<file path="src/rtl/fetch_sequencer.sv">
// Program-counter sequencer with fetch handshake, execute stall, and
// flag-conditional jump/call/return backed by a circular link stack.
module fetch_sequencer #(
  parameter int               WIDTH       = 32,
  parameter int               STACK_DEPTH = 8,
  parameter logic [WIDTH-1:0] RESET_PC    = '0
) (
  input  logic                           clk,
  input  logic                           rst,
  output logic [WIDTH-1:0]               pc,
  output logic                           inst_req,
  input  logic                           inst_ack,
  input  logic                           stall,
  input  logic                           br_valid,
  input  logic [1:0]                     br_op,
  input  logic [2:0]                     br_cond,
  input  logic [2:0]                     flags,
  input  logic [WIDTH-1:0]               br_target,
  input  logic [WIDTH-1:0]               br_link,
  output logic                           taken,
  output logic [$clog2(STACK_DEPTH):0]   sp,
  output logic                           stack_ovf,
  output logic                           stack_udf
);

  localparam int PTR_W = $clog2(STACK_DEPTH);
  localparam int SP_W  = PTR_W + 1;

  typedef enum logic [1:0] {S_BOOT, S_FETCH, S_HOLD} state_t;

  state_t           r_state;
  state_t           w_state_next;
  logic [WIDTH-1:0] r_pc;
  logic [WIDTH-1:0] w_pc_next;
  logic             w_inst_req;

  logic [WIDTH-1:0] r_stack [STACK_DEPTH];
  logic [PTR_W-1:0] r_wr_ptr;
  logic [SP_W-1:0]  r_sp;
  logic             r_ovf;
  logic             r_udf;

  logic             w_cond_met;
  logic             w_eligible;
  logic             w_is_call;
  logic             w_is_ret;
  logic             w_empty;
  logic             w_full;
  logic             w_taken;
  logic             w_push;
  logic             w_pop;
  logic             w_udf_evt;
  logic [PTR_W-1:0] w_top_idx;
  logic [WIDTH-1:0] w_dest;

  assign w_cond_met = (br_cond == 3'b000) || (br_cond == flags);
  // Reset and BOOT both mask the branch port entirely.
  assign w_eligible = rst && (r_state != S_BOOT) && br_valid && w_cond_met && (br_op != 2'b11);
  assign w_is_call  = (br_op == 2'b01);
  assign w_is_ret   = (br_op == 2'b10);
  assign w_empty    = (r_sp == '0);
  assign w_full     = (r_sp == SP_W'(STACK_DEPTH));
  assign w_taken    = w_eligible && !(w_is_ret && w_empty);
  assign w_push     = w_taken && w_is_call;
  assign w_pop      = w_taken && w_is_ret;
  assign w_udf_evt  = w_eligible && w_is_ret && w_empty;
  assign w_top_idx  = r_wr_ptr - PTR_W'(1);
  assign w_dest     = w_is_ret ? r_stack[w_top_idx] : br_target;

  always_ff @(posedge clk) begin
    if (!rst) begin
      r_state <= S_BOOT;
      r_pc    <= RESET_PC;
    end else begin
      r_state <= w_state_next;
      r_pc    <= w_pc_next;
    end
  end

  always_comb begin
    w_state_next = r_state;
    w_pc_next    = r_pc;
    w_inst_req   = 1'b0;
    case (r_state)
      S_BOOT: w_state_next = S_FETCH;
      S_FETCH: begin
        w_inst_req = 1'b1;
        if (inst_ack) begin
          if (stall) w_state_next = S_HOLD;
          else       w_pc_next    = r_pc + WIDTH'(1);
        end
      end
      S_HOLD: begin
        if (!stall) begin
          w_pc_next    = r_pc + WIDTH'(1);
          w_state_next = S_FETCH;
        end
      end
      default: w_state_next = S_BOOT;
    endcase
    if (w_taken) begin
      w_pc_next    = w_dest;
      w_state_next = S_FETCH;
    end
  end

  // Write pointer marks the next free slot; when full it lands on the oldest entry.
  always_ff @(posedge clk) begin
    if (!rst) begin
      r_wr_ptr <= '0;
      r_sp     <= '0;
      r_ovf    <= 1'b0;
      r_udf    <= 1'b0;
    end else begin
      if (w_push) begin
        r_wr_ptr <= r_wr_ptr + PTR_W'(1);
        if (w_full) r_ovf <= 1'b1;
        else        r_sp  <= r_sp + SP_W'(1);
      end else if (w_pop) begin
        r_wr_ptr <= w_top_idx;
        r_sp     <= r_sp - SP_W'(1);
      end
      if (w_udf_evt) r_udf <= 1'b1;
    end
  end

  always_ff @(posedge clk) begin
    if (w_push) r_stack[r_wr_ptr] <= br_link;
  end

  assign pc        = r_pc;
  assign inst_req  = w_inst_req;
  assign taken     = w_taken;
  assign sp        = r_sp;
  assign stack_ovf = r_ovf;
  assign stack_udf = r_udf;

endmodule
</file>
<file path="config.mk">
export PLATFORM = sky130hd
export DESIGN_NAME = fetch_sequencer
export DESIGN_NICKNAME = d
export VERILOG_FILES = /design/src/rtl/fetch_sequencer.sv
export SDC_FILE = /design/constraint.sdc
export NUM_CORES = 1
export LEC_CHECK = 0
export ABC_AREA = 0
export ABC_CLOCK_PERIOD_IN_PS = 6400
export BUFFER_PORTS_ARGS = -buffer_cell sky130_fd_sc_hd__buf_2
export CORE_MARGIN = 4
export CORE_UTILIZATION = 45
export CTS_CLUSTER_DIAMETER = 120
export DETAILED_ROUTE_END_ITERATION = 8
export GPL_TIMING_DRIVEN = 0
export SLEW_MARGIN = 10
export SYNTH_ARGS = -nofsm -noshare
export SYNTH_HDL_FRONTEND = slang
export SYNTH_SLANG_ARGS = --single-unit
</file>
<file path="constraint.sdc">
create_clock -name clk -period 6.4 [get_ports clk]
set_input_delay 1.28 -clock clk [delete_from_list [all_inputs] [get_ports clk]]
set_output_delay 1.28 -clock clk [all_outputs]
set_load 0.05 [all_outputs]
</file>
==> run metrics, run 1 <==
status=finished, final reports clean; Slew Limit Fails=0; Avg WL per Cell=23.86 um; most used cell, CP=buf_2; core footprint=approximately 27000 sq um; multi-input logic area=between 3000 and 4000 sq um; Worst Setup End Kind=output port; synthesized area=12350 sq um; number of flops mapped to enable cells by yosys=256; ordered cell list for the critical path=buf_2 -> and2_1 -> a21o_1 -> a32o_1 -> o21ai_4 -> inv_2 -> buf_2 -> buf_2; drc violations=0; P_leak=5.196 nW; CTS Buf Count=31; synthesized area per cell=15.98 sq um; drt total wl=31630 um; overall power consumption=0.004075 W; total gr overflow=0; post-synthesis sequential area ratio=69.19%; post-CTS sizing=0; DR iter-0 viols=~600; clock sink total=299; Top delay family on crit path=compound AO/OA/AOI/OAI gates; WP data arrival=a little under 3 ns; fin crit share=roughly two thirds; pin count of the biggest net entering global routing=22; initial antenna violation count=1; VDD IR max=0.2560 mV; Die H=173.7 um; first-pass GRT wire length=~47000 um; Setup CP Type=primary input to output port; Clock Skew=between 0.01 and 0.015 ns; clock latency on the worst-skew pair=0.55 ns; Hold Buf Count CTS=0; Slowest cell on crit path=a32o_1; antenna fix cells=0; I/O pin count=117; CTS tree=yes; Synth top area share=62.22%; RSZ-0062 raised after global routing=false; Max-Cap Viols=0; Worst-Margin Slew=0.9854 ns; Final setup viols=0; WP data required=roughly 5.1 ns; fmax=0.2375 GHz; # rows=60; Clock Tree Root=clkbuf_16; fraction of layout cells with a size suffix above 1=a little under a third; I/O Buffers=116; minimum clock period=between 4 and 5 ns; Worst-path clk slew=~0.060 ns; fillcell total=2189; setup TNS=0 ns; Synth area leader=edfxtp_1; worst slack, placed=between 2 and 2.5 ns; post-CTS repair timing setup buffer count=0; Final nets=~1000; setup ws final=approximately 2.2 ns; Post-Synthesis Cells=between 700 and 800; Hold Slack=~0.46 ns; Post-synth ARST share=0%; router iterations before antenna repair=6; Distinct cells, synth=53; Cell Pwr Density=between 200 and 300 nW/um^2; Final Instance Area=around 15000 sq um; Synth area leaders=edfxtp_1, mux4_2, dfxtp_1, nand2_1, o21ai_0; Setup crit start kind=primary input; Synth Register Bits=299; register area=around 8500 sq um; clk buf depth=3; Top FF cell, synth=edfxtp_1; Synth Net Count=~860; H-Tree Depth=1; area growth from synthesis to layout=19.14%; detailed placer's ending HPWL=22500 um; Die ar.=30170 sq um; Area after DPL=13730 sq um; relative slew slack=roughly 34%; Hold Vio Cnt, Final=0; initial core utilization=45.84%; vias in the first global route=roughly 7500; hold crit path type=register to register; GRT Overall Usage=around a fifth; DR vias/cell=~5.7; Detail Route Antenna Nets=0; Final GP Congestion=0.8196; Ys Warns=0; slowest cell delay on critical path=~0.37 ns; Vias=~7600; crit-path max FO=10; WP buf/inv=4; DIE WIDTH=173.7 um
==> synthesized netlist by cell type, drive strengths merged, types with 4 or more instances <==
master,number
nand4,9
nor2,22
xor2,15
o22ai,17
a32o,4
clkbuf,19
o21a,7
inv,11
and2,6
nor3,14
and3,10
edfxtp,256
nor4,6
o211ai,6
mux2i,13
o21ai,41
dfxtp,43
xnor2,16
nor2b,4
nand3,36
buf,21
ha,5
mux4,64
nand2,91
==> metrics by stage <==
step | utilization [%] | std cells
3_3_place_gp | 49.58 | 1230
5_1_grt | 54.61 | 1326
4_1_cts | 54.61 | 1326
3_5_place_dp | 50.94 | 1268
6_report | 54.61 | 1326
2_1_floorplan | - | 773
==> per-layer routing <==
layer  track usage, %  up-vias  part of all wire, %
li1                 -     3419                    -
met1            29.48     3821                   43
met2            33.52      291                   48
met3            3.969       41                  7.6
met4            4.652        2                  2.0
met5                0        -                0.022
==> cell type report <==
class | instances | share of cell area [%]
Tap cell | 341 | 2.899
Inverter | 12 | 0.3060
Clock inverter | 22 | 1.335
Clock buffer | 36 | 5.398
Multi-Input combinational cell | 422 | 24.58
Sequential cell | 299 | 58.08
Buffer | 40 | 1.292
Timing Repair Buffer | 154 | 6.120
==> worst paths after layout <==
path	start	end	slack [ns]	depth (start not counted)
hold / removal	stack_ovf$_SDFFE_PN0P_	stack_ovf$_SDFFE_PN0P_	0.46	1
setup / recovery	br_cond[1]	taken	2.19	8
hold reg to reg	stack_ovf$_SDFFE_PN0P_	stack_ovf$_SDFFE_PN0P_	0.46	1
setup reg to reg	r_wr_ptr[0]$_SDFFE_PN0P_	pc[24]$_SDFFE_PN0P_	2.50	11
==> power by group <==
| group | internal, W | switching (W) | leakage (nW) |
|---|---|---|---|
| sequential | 0.00212 | 0.00000739 | 2.65 |
| combinational | 0.0000724 | 0.000129 | 2.06 |
| clock | 0.00101 | 0.000738 | 0.492 |
==> registers in the layout, summed over array words and instances (netlist names) <==
register   cells
stack_udf      1
sp             4
pc            32
r_stack      256
r_state        2
stack_ovf      1
r_wr_ptr       3
==> cells in the final DEF, fill, tap and decap left out, types with 10 or more instances in the layout <==
master,count
edfxtp_1,256
nor3_1,10
nor2_1,20
xor2_1,15
clkbuf_1,24
clkbuf_16,31
dfxtp_1,43
mux2i_1,13
xnor2_1,16
o21ai_0,38
inv_1,10
and3_1,10
o22ai_1,17
nand3_1,36
buf_2,136
nand2_1,91
mux4_2,64
buf_4,29
==> logic make-up after synthesis <==
family | after synthesis | synth area share, %
multiplexers | 78 | 12.81
buffers and inverters | 52 | 1.904
AO/OA/AOI/OAI | 93 | 5.033
adder cells (fa/ha/maj) | 5 | 0.5064
AND/OR/NAND/NOR | 215 | 8.355
flip-flops | 299 | 69.19
XOR/XNOR | 31 | 2.198
==> worst register-to-register path: stages, from the launching register on <==
cell      delay, ns
dfxtp_1        0.33
buf_4          0.20
clkbuf_1       0.50
inv_1          0.19
ha_1           0.47
clkbuf_1       0.49
clkinv_1       0.57
clkbuf_1       0.43
nand2_1        0.17
nand3_1        0.15
o21ai_0        0.18
o22ai_1        0.10
No activity file was read; power rests on OpenSTA's default activity.
==> run 2: changes to the inputs <==
--- a/config.mk
+++ b/config.mk
@@ -5,8 +5,8 @@
 export SDC_FILE = /design/constraint.sdc
 export NUM_CORES = 1
 export LEC_CHECK = 0
-export ABC_AREA = 0
-export ABC_CLOCK_PERIOD_IN_PS = 6400
+export ABC_AREA = 1
+export ABC_CLOCK_PERIOD_IN_PS = 4050
 export BUFFER_PORTS_ARGS = -buffer_cell sky130_fd_sc_hd__buf_2
 export CORE_MARGIN = 4
 export CORE_UTILIZATION = 45
==> constraint.sdc (replaced) <==
create_clock -name clk -period 4.05 [get_ports clk]
set_input_delay 0.81 -clock clk [delete_from_list [all_inputs] [get_ports clk]]
set_output_delay 0.81 -clock clk [all_outputs]
set_load 0.05 [all_outputs]
==> run metrics, run 2 <==
RSZ-0062 raised after global routing=false; detailed placer's ending HPWL=26890 um; CTS tree=yes; Slew Limit Fails=0; Post-Synthesis Cells=1232; Hold Slack=~0.45 ns; H-Tree Depth=1; post-CTS repair timing setup buffer count=0; WP data arrival=4.23 ns; relative slew slack=39.56%; Ys Warns=0; Top delay family on crit path=buffers and inverters; crit path from=r_wr_ptr[0]$_SDFFE_PN0P_; count leader, synth=edfxtp_1; Post-synth ARST share=0%; clock sink total=between 200 and 300; core footprint=28700 sq um; Worst-Margin Slew=0.9017 ns; Final setup viols=0; Die H=178.4 um; VDD IR max=0.3051 mV; GRT Overall Usage=23.04%; Area after DPL=14440 sq um; Synth Net Count=between 1000 and 1500; placed insts=1762; Final nets=1493; P_leak=~5.8 nW; Final Instance Area=15440 sq um; CTS Buf Count=31; Slowest cell on crit path=clkbuf_1; Hold Vio Cnt, Final=0; multi-input logic area=about 4000 sq um; # rows=62; R2R Path End=pc[16]$_SDFFE_PN0P_; I/O Buffers=~120; status=finished, final reports clean; fmax=0.2686 GHz; Synth Register Bits=299; Synth area leaders=edfxtp_1, o21ai_0, dfxtp_1, nor2_1, nand2_1; Setup CP Type=register to register; Worst R2R Start=r_wr_ptr[0]$_SDFFE_PN0P_; Worst Setup End Kind=register; most used cell, CP=buf_2; fraction of layout cells with a size suffix above 1=16.81%; Clock Tree Root=clkbuf_16; Cell Pwr Density=425.5 nW/um^2; top cells by count, synth=edfxtp_1, nor2_1, o21ai_0; DIE WIDTH=around 180 um; Detail Route Antenna Nets=0; drt total wl=between 30000 and 40000 um; number of flops mapped to enable cells by yosys=256; Synth area leader=edfxtp_1; synthesized area per cell=around 11 sq um; clk buf depth=3; Die ar.=31820 sq um; Clock Skew=around 0.012 ns; Final GP Congestion=between 0.9 and 1; Worst-path clk slew=0.07 ns; Avg WL per Cell=20.50 um; crit-path max FO=10; Largest register FFs=256; post-synthesis sequential area ratio=approximately two thirds; hold crit path type=register to register; Max-Cap Viols=0; most frequent cells in the layout=edfxtp_1, nor2_1, o21ai_0; register area=roughly 8500 sq um; overall power consumption=0.006572 W; Setup crit start kind=register; R2R Setup Slk=0.33 ns; critical path endpoint=pc[16]$_SDFFE_PN0P_; initial core utilization=a little under half; Distinct cells, synth=40; synthesized area=around 13000 sq um; WP data required=4.56 ns; most common cell after layout, fill and taps aside=edfxtp_1; vias in the first global route=9731; DR iter-0 viols=between 1000 and 1500; Finished Layout Cells=1820; register with the highest flop count=r_stack; initial antenna violation count=5; clock latency on the worst-skew pair=roughly 0.56 ns; minimum clock period=3.723 ns; total gr overflow=0; worst r2r path cells=16; area growth from synthesis to layout=18.22%; DR vias/cell=~5.5; setup TNS=0 ns; fin crit share=91.92%; Worst path depth=16; slowest cell delay on critical path=0.44 ns; Top FF cell, synth=edfxtp_1; first-pass GRT wire length=56070 um; drc violations=0; router iterations before antenna repair=5; I/O pin count=117; ordered cell list for the critical path=inv_1 -> buf_2 -> buf_2 -> buf_2 -> ha_1 -> inv_1 -> buf_2 -> clkbuf_1 -> o21ai_0 -> o22ai_1 -> nor2_1 -> o21ai_1 -> nand2_1 -> nand3_1 -> nand3_1 -> inv_1; Vias=approximately 10000; fillcell total=around 2500; Synth top area share=58.84%; WP buf/inv=8; pin count of the biggest net entering global routing=16
[run 2: changes by cell type after synthesis, moves of 8 or more]
cell / delta
a21oi_1: +20
and3_1: -9
clkbuf_1: +21
inv_1: +59
mux2i_1: -9
mux4_2: -64
nand2_1: +76
nand3_1: +20
nor2_1: +161
nor3_1: +8
o21ai_0: +143
o21ai_1: +8
o221ai_1: +14
o22ai_1: +33
[run 2: cell type report]
cell class | instances | area share [%]
flip-flops and latches | 299 | 55.35
multi-input cells | 792 | 25.71
repair buffers | 146 | 5.550
clock buffers | 36 | 5.145
well taps | 384 | 3.111
plain buffers | 69 | 2.034
inverters | 72 | 1.750
clock inverters | 20 | 1.312
diodes | 2 | 0.03241
[run 2: how the worst min path moves through the flow]
stage	startpoint	to	slack [ns]	depth (start not counted)
after CTS	stack_udf$_SDFFE_PN0P_	stack_udf$_SDFFE_PN0P_	0.45	2
after global placement	stack_udf$_SDFFE_PN0P_	stack_udf$_SDFFE_PN0P_	0.44	2
after floorplan	r_wr_ptr[1]$_SDFFE_PN0P_	r_wr_ptr[1]$_SDFFE_PN0P_	0.50	2
after detailed placement	stack_udf$_SDFFE_PN0P_	stack_udf$_SDFFE_PN0P_	0.44	2
final	stack_udf$_SDFFE_PN0P_	stack_udf$_SDFFE_PN0P_	0.45	2
after global routing	stack_udf$_SDFFE_PN0P_	stack_udf$_SDFFE_PN0P_	0.47	2
[run 2: power by group]
group | internal (W) | switching (W)
Sequential | 0.00336 | 0.0000303
Clock | 0.00165 | 0.00116
Combinational | 0.000109 | 0.000268
[run 2: cells by family after synthesis]
| family | synth area share [%] |
|---|---|
| flip-flops | 65.43 |
| multiplexers | 0.3065 |
| adder cells (fa/ha/maj) | 0.4789 |
| XOR/XNOR | 2.136 |
| AO/OA/AOI/OAI | 12.13 |
| AND/OR/NAND/NOR | 15.05 |
| buffers and inverters | 4.473 |
[run 2: per-layer routing]
metal  up-vias  track usage (%)  share of wire (%)
met3        64            4.048                8.2
li1       4718                -                  -
met4         6            6.172                1.9
met5         -                0              0.075
met1      4816            32.42                 43
met2       429            37.22                 46
[run 2: through the flow]
| stage | setup WS [ns] | util, % |
|---|---|---|
| finish | 0.3272 | 53.81 |
| global route | 0.1171 | 53.81 |
| CTS | 0.3258 | 53.79 |
| detailed placement | 0.3717 | 50.31 |
| global placement | -2.704 | 49.19 |
| floorplan | -0.1464 | - |
[run 2: worst register-to-register path, cell delays in order (launching register included)]
cell	delay, ns
dfxtp_1	0.42
inv_1	0.11
buf_2	0.21
buf_2	0.31
buf_2	0.29
ha_1	0.31
inv_1	0.08
buf_2	0.26
clkbuf_1	0.44
o21ai_0	0.21
o22ai_1	0.18
nor2_1	0.07
o21ai_1	0.39
nand2_1	0.16
nand3_1	0.11
nand3_1	0.07
inv_1	0.07
[run 2: repair_timing]
item	CTS	global route
setup endpoints to repair	0	1
hold buffers	0	0
endpoints found under the hold margin	0	0
gates resized for setup	0	1
